`src/rtl/switch_debouncer.sv`:
```
// switch_debouncer: conditions raw board switches for the S-Machine core.
// Each channel passes through a 2-flop synchronizer and then a
// consecutive-sample debounce FSM. Outputs are a registered clean level plus
// registered one-cycle rise/fall strobes. Channels are fully independent.
//
//   state   | meaning
//   --------+-------------------------------------------------------------
//   STABLE  | synchronized input matches sw_stable (or enable low), cnt==0
//   PENDING | synchronized input differs from sw_stable, counting samples
module switch_debouncer #(
  parameter int WIDTH           = 2,
  parameter int DEBOUNCE_CYCLES = 16
) (
  input  logic             clk,
  input  logic             reset,
  input  logic             enable,
  input  logic [WIDTH-1:0] sw_raw,
  output logic [WIDTH-1:0] sw_stable,
  output logic [WIDTH-1:0] sw_rise,
  output logic [WIDTH-1:0] sw_fall
);

  localparam int CNT_W = $clog2(DEBOUNCE_CYCLES + 1);
  localparam logic [CNT_W-1:0] CNT_LAST = CNT_W'(DEBOUNCE_CYCLES - 1);
  localparam logic [CNT_W-1:0] CNT_ONE  = CNT_W'(1);

  typedef enum logic {
    STABLE  = 1'b0,
    PENDING = 1'b1
  } state_t;

  logic [WIDTH-1:0] s1;
  logic [WIDTH-1:0] s2;

  // Two-flop synchronizer for the asynchronous pin levels; runs regardless of enable.
  always_ff @(posedge clk or posedge reset) begin
    if (reset) begin
      s1 <= '0;
      s2 <= '0;
    end else begin
      s1 <= sw_raw;
      s2 <= s1;
    end
  end

  for (genvar i = 0; i < WIDTH; i++) begin : g_chan
    state_t           state;
    logic [CNT_W-1:0] cnt;
    logic             stable;
    logic             rise;
    logic             fall;

    // Debounce FSM: accept a new level only after DEBOUNCE_CYCLES differing samples.
    always_ff @(posedge clk or posedge reset) begin
      if (reset) begin
        state  <= STABLE;
        cnt    <= '0;
        stable <= 1'b0;
        rise   <= 1'b0;
        fall   <= 1'b0;
      end else begin
        rise <= 1'b0;
        fall <= 1'b0;
        case (state)
          STABLE: begin
            if (enable && (s2[i] != stable)) begin
              cnt   <= CNT_ONE;
              state <= PENDING;
            end
          end
          PENDING: begin
            if (!enable) begin
              cnt   <= '0;
              state <= STABLE;
            end else if (s2[i] == stable) begin
              // bounced back before the count completed
              cnt   <= '0;
              state <= STABLE;
            end else if (cnt == CNT_LAST) begin
              stable <= s2[i];
              rise   <= s2[i];
              fall   <= ~s2[i];
              cnt    <= '0;
              state  <= STABLE;
            end else begin
              cnt <= cnt + 1'b1;
            end
          end
          default: begin
            cnt   <= '0;
            state <= STABLE;
          end
        endcase
      end
    end

    assign sw_stable[i] = stable;
    assign sw_rise[i]   = rise;
    assign sw_fall[i]   = fall;
  end

endmodule

```
`config.mk`:
```
export PLATFORM = sky130hd
export DESIGN_NAME = switch_debouncer
export DESIGN_NICKNAME = d
export VERILOG_FILES = /design/src/rtl/switch_debouncer.sv
export SDC_FILE = /design/constraint.sdc
export NUM_CORES = 1
export LEC_CHECK = 0
export ABC_AREA = 1
export CAP_MARGIN = 20
export CORE_MARGIN = 2
export CORE_UTILIZATION = 45
export CTS_BUF_LIST = sky130_fd_sc_hd__clkbuf_4
export DETAILED_ROUTE_END_ITERATION = 6
export GPL_ROUTABILITY_DRIVEN = 0
export PLACE_DENSITY_LB_ADDON = 0.15
export SKIP_LAST_GASP = 1
export SYNTH_ARGS = -nofsm -noshare
export SYNTH_HDL_FRONTEND = slang
export SYNTH_SLANG_ARGS = --single-unit
export TNS_END_PERCENT = 5
```
`constraint.sdc`:
```
create_clock -name clk -period 1.45 [get_ports clk]
set_input_delay 0.2175 -clock clk [delete_from_list [all_inputs] [get_ports clk]]
set_output_delay 0.2175 -clock clk [all_outputs]
set_load 0.005 [all_outputs]
```
==> metrics.md, run 1 <==
| Metric | Value |
|---|---|
| Status | completed |
| Commonest non-fill, non-tap cells in the layout | 32 x nand2_1, 22 x dfrtp_1, 15 x inv_1 |
| PD cells | 886 nW/um2 |
| Io pins | 11 |
| First-pass GRT wire length | 2.93 mm |
| CP arrival | approximately 1.2 ns |
| Layout area overhead | 13.4% |
| Vias/cell | between 4 and 5 |
| Fin crit period | about 1.4 ns |
| Crit path largest cell delay | 0.50 ns |
| XOR/XNOR Fraction of Synth Area | 1.69% |
| Ant diodes | 0 |
| Initial antenna violation count | 0 |
| Resized cells post-CTS | 0 |
| CORE AREA | between 2000 and 2500 um2 |
| CTS root buffer | clkbuf_4 |
| Largest area contributor in the netlist | dfrtp_1 |
| Slowest CP cell | clkdlybuf4s50_1 |
| Worst Path Max Fanout | 2 |
| Delay-heaviest family, CP | buffers and inverters |
| Synthesized area | between 1000 and 1500 um2 |
| Die width | about 52 um |
| Worst slew pin tran | ~0.30 ns |
| Final Hold Violating Endpoints | 0 |
| Setup ws final | about 0.052 ns |
| Clk_lat worst skew | roughly 0.31 ns |
| Worst path bufs/invs | 1 |
| Fin cells | between 150 and 200 |
| Clock-pin transition on the worst setup and hold timing paths | approximately 0.12 ns |
| Setup Skew | approximately 0.0047 ns |
| Post-Synth Adder-Cell Area | approximately 2.4% |
| Max VDD drop | ~0.00046 V |
| Compound-Gate Fraction of Synth Area | under 10% |
| Share of post-route cells with drive strength above 1 | 10.9% |
| Most common library cell in the layout ignoring fill and taps | nand2_1 |
| Final ANT Viol Nets | 0 |
| Final std cell area, no fill | 1180 um2 |
| Syn_nets | 125 |
| RSZ-0062 raised after global routing | false |
| Largest family of logic cells by synthesized area | simple AND/OR/NAND/NOR gates |
| Fraction of the yosys area taken by sequential cells | between 50% and 60% |
| Yosys reg bits | 22 |
| Final TNS setup | 0 ns |
| Leak | between 0.5 and 0.6 nW |
| I/O Buffers | 10 |
| Worst Path Class, Setup | reg2out |
| Pwr Total | between 1 and 1.5 mW |
| Filler cell count in the final layout | 200 |
| Required time of the critical path | between 1 and 1.5 ns |
| Max Freq | approximately 0.72 GHz |
| Dpl cell area | 1140 um2 |
| Synthesized instance count | 118 |
| Initial Util | around 47% |
| Die area | 2710 um2 |
| Largest net degree at the start of global routing | 23 |
| Final slew viol count | 0 |
| Fin util | approximately 54% |
| FP Rows | 17 |
| Sink Count | 22 |
| Worst min path class | in2async |
| TritonCTS clock tree | yes |
| Total GRT Usage | ~15% |
| Yosys cell types | 19 |
| WL final | between 1.5 and 2 mm |
| Synth Area per Inst | approximately 8.8 um2 |
| Final hold slack | 0.221 ns |
| Place WS | roughly 0.029 ns |
| Chip height | 52.0 um |
| Crit path cell chain | clkdlybuf4s50_1 |
| Worst slew margin | 79.7% |
| Kind of end point of the critical path | primary output |
| CTS Buf Count | 3 |
| Endpoints failing setup | 0 |
| CTS Buffer Depth | 2 |
| CP startpoint kind | flop |
| Max-cap viol count | 0 |
| Tcrit/Tclk final | 96.4% |
| YS warnings | 0 |
| Vias in the first global route | around 700 |
| # DRC | 0 |
| GRT overflow | 0 |
| Synth area leaders | dfrtp_1 53%, nand2_1 12%, inv_1 5.4% |
| WL/cell | 11.1 um |
| DR iter-0 viols | 17 |
| DR pass1 iterations | 4 |
| DR vias | 773 |
| H-tree levels | 1 |
| Mux cell area share after synthesis | 0% |
| Cells after DPL | between 150 and 200 |
| Post-synth top area share | 53.0% |
| Fin nets | around 140 |
| Post-synthesis simple-gate area fraction | 29.2% |
| Dpl hpwl | ~1.2 mm |
## cells in the mapped netlist, drive strengths merged
cell	number
a21boi	1
a21oi	1
buf	6
dfrtp	22
ha	2
inv	15
nand2	32
nand3	10
nand4	6
nor2	13
nor3	2
o21ai	5
or2	1
xnor2	2
## state kept, by name, indices dropped and copies added (netlist names)
register / count
g_chan.cnt: 10
g_chan.fall: 2
g_chan.rise: 2
g_chan.stable: 2
g_chan.state: 2
s1: 2
s2: 2
## cell type report
class / instances / area (um2) / area share (%)
flip-flops and latches: 22 / 551 / 46.8
well taps: 28 / 35.0 / 2.98
repair buffers: 13 / 123 / 10.4
clock inverters: 1 / 3.75 / 0.319
clock buffers: 3 / 22.5 / 1.91
multi-input cells: 75 / 387 / 32.8
inverters: 15 / 56.3 / 4.78
## per-layer routing
metal  GRT usage (%)  vias up  share of wire (%)
met5               0        -                  0
met4            7.89        0                1.4
met3            2.59        4                5.0
met2            23.8       23                 48
met1            19.0      352                 45
li1                -      394                  -
## where the power goes
part           switching [mW]  internal, mW
logic                  0.0524        0.0389
clock network           0.184         0.101
registers              0.0302         0.637
total                   0.267         0.776
## path summary, 6_finish.rpt
check,start,to,slack [ns],cells past startpoint
worst min register to register,s1[0]$_DFF_PP0_,s2[0]$_DFF_PP0_,0.37,0
worst min-delay path,reset,g_chan[0].state$_DFF_PP0_,0.22,3
worst max register to register,g_chan[1].stable$_DFFE_PP0P_,g_chan[1].cnt[2]$_DFFE_PP0P_,0.15,6
min in group clk,sw_raw[1],s1[1]$_DFF_PP0_,0.33,1
worst max-delay path,g_chan[1].stable$_DFFE_PP0P_,sw_stable[1],0.05,1
max in group asynchronous,reset,g_chan[0].cnt[3]$_DFFE_PP0P_,1.02,3
## cells by family after synthesis
| logic type | Yosys count |
|---|---|
| buffers and inverters | 21 |
| AND/OR/NAND/NOR | 64 |
| XOR/XNOR | 2 |
| AO/OA/AOI/OAI | 7 |
| adder cells (fa/ha/maj) | 2 |
| flip-flops | 22 |
## what timing repair did
item / CTS / global route
setup endpoints to repair: 2 / 1
setup buffers: 1 / 1
hold buffers: 0 / 0
No activity file was read; power rests on OpenSTA's default activity.
==> inputs of run 2 (changes only) <==
ABC_CLOCK_PERIOD_IN_PS = 1450   (was unset)
GPL_ROUTABILITY_DRIVEN = unset   (was 0)
==> results of run 2 <==
Same layout as run 1: the final DEF is identical, and so are final timing and power.
==> inputs of run 3 (changes only) <==
ABC_CLOCK_PERIOD_IN_PS = unset   (was 1450)
HOLD_SLACK_MARGIN = 0.12   (was unset)
==> results of run 3 <==
Same layout as run 1: the final DEF is identical, and so are final timing and power.
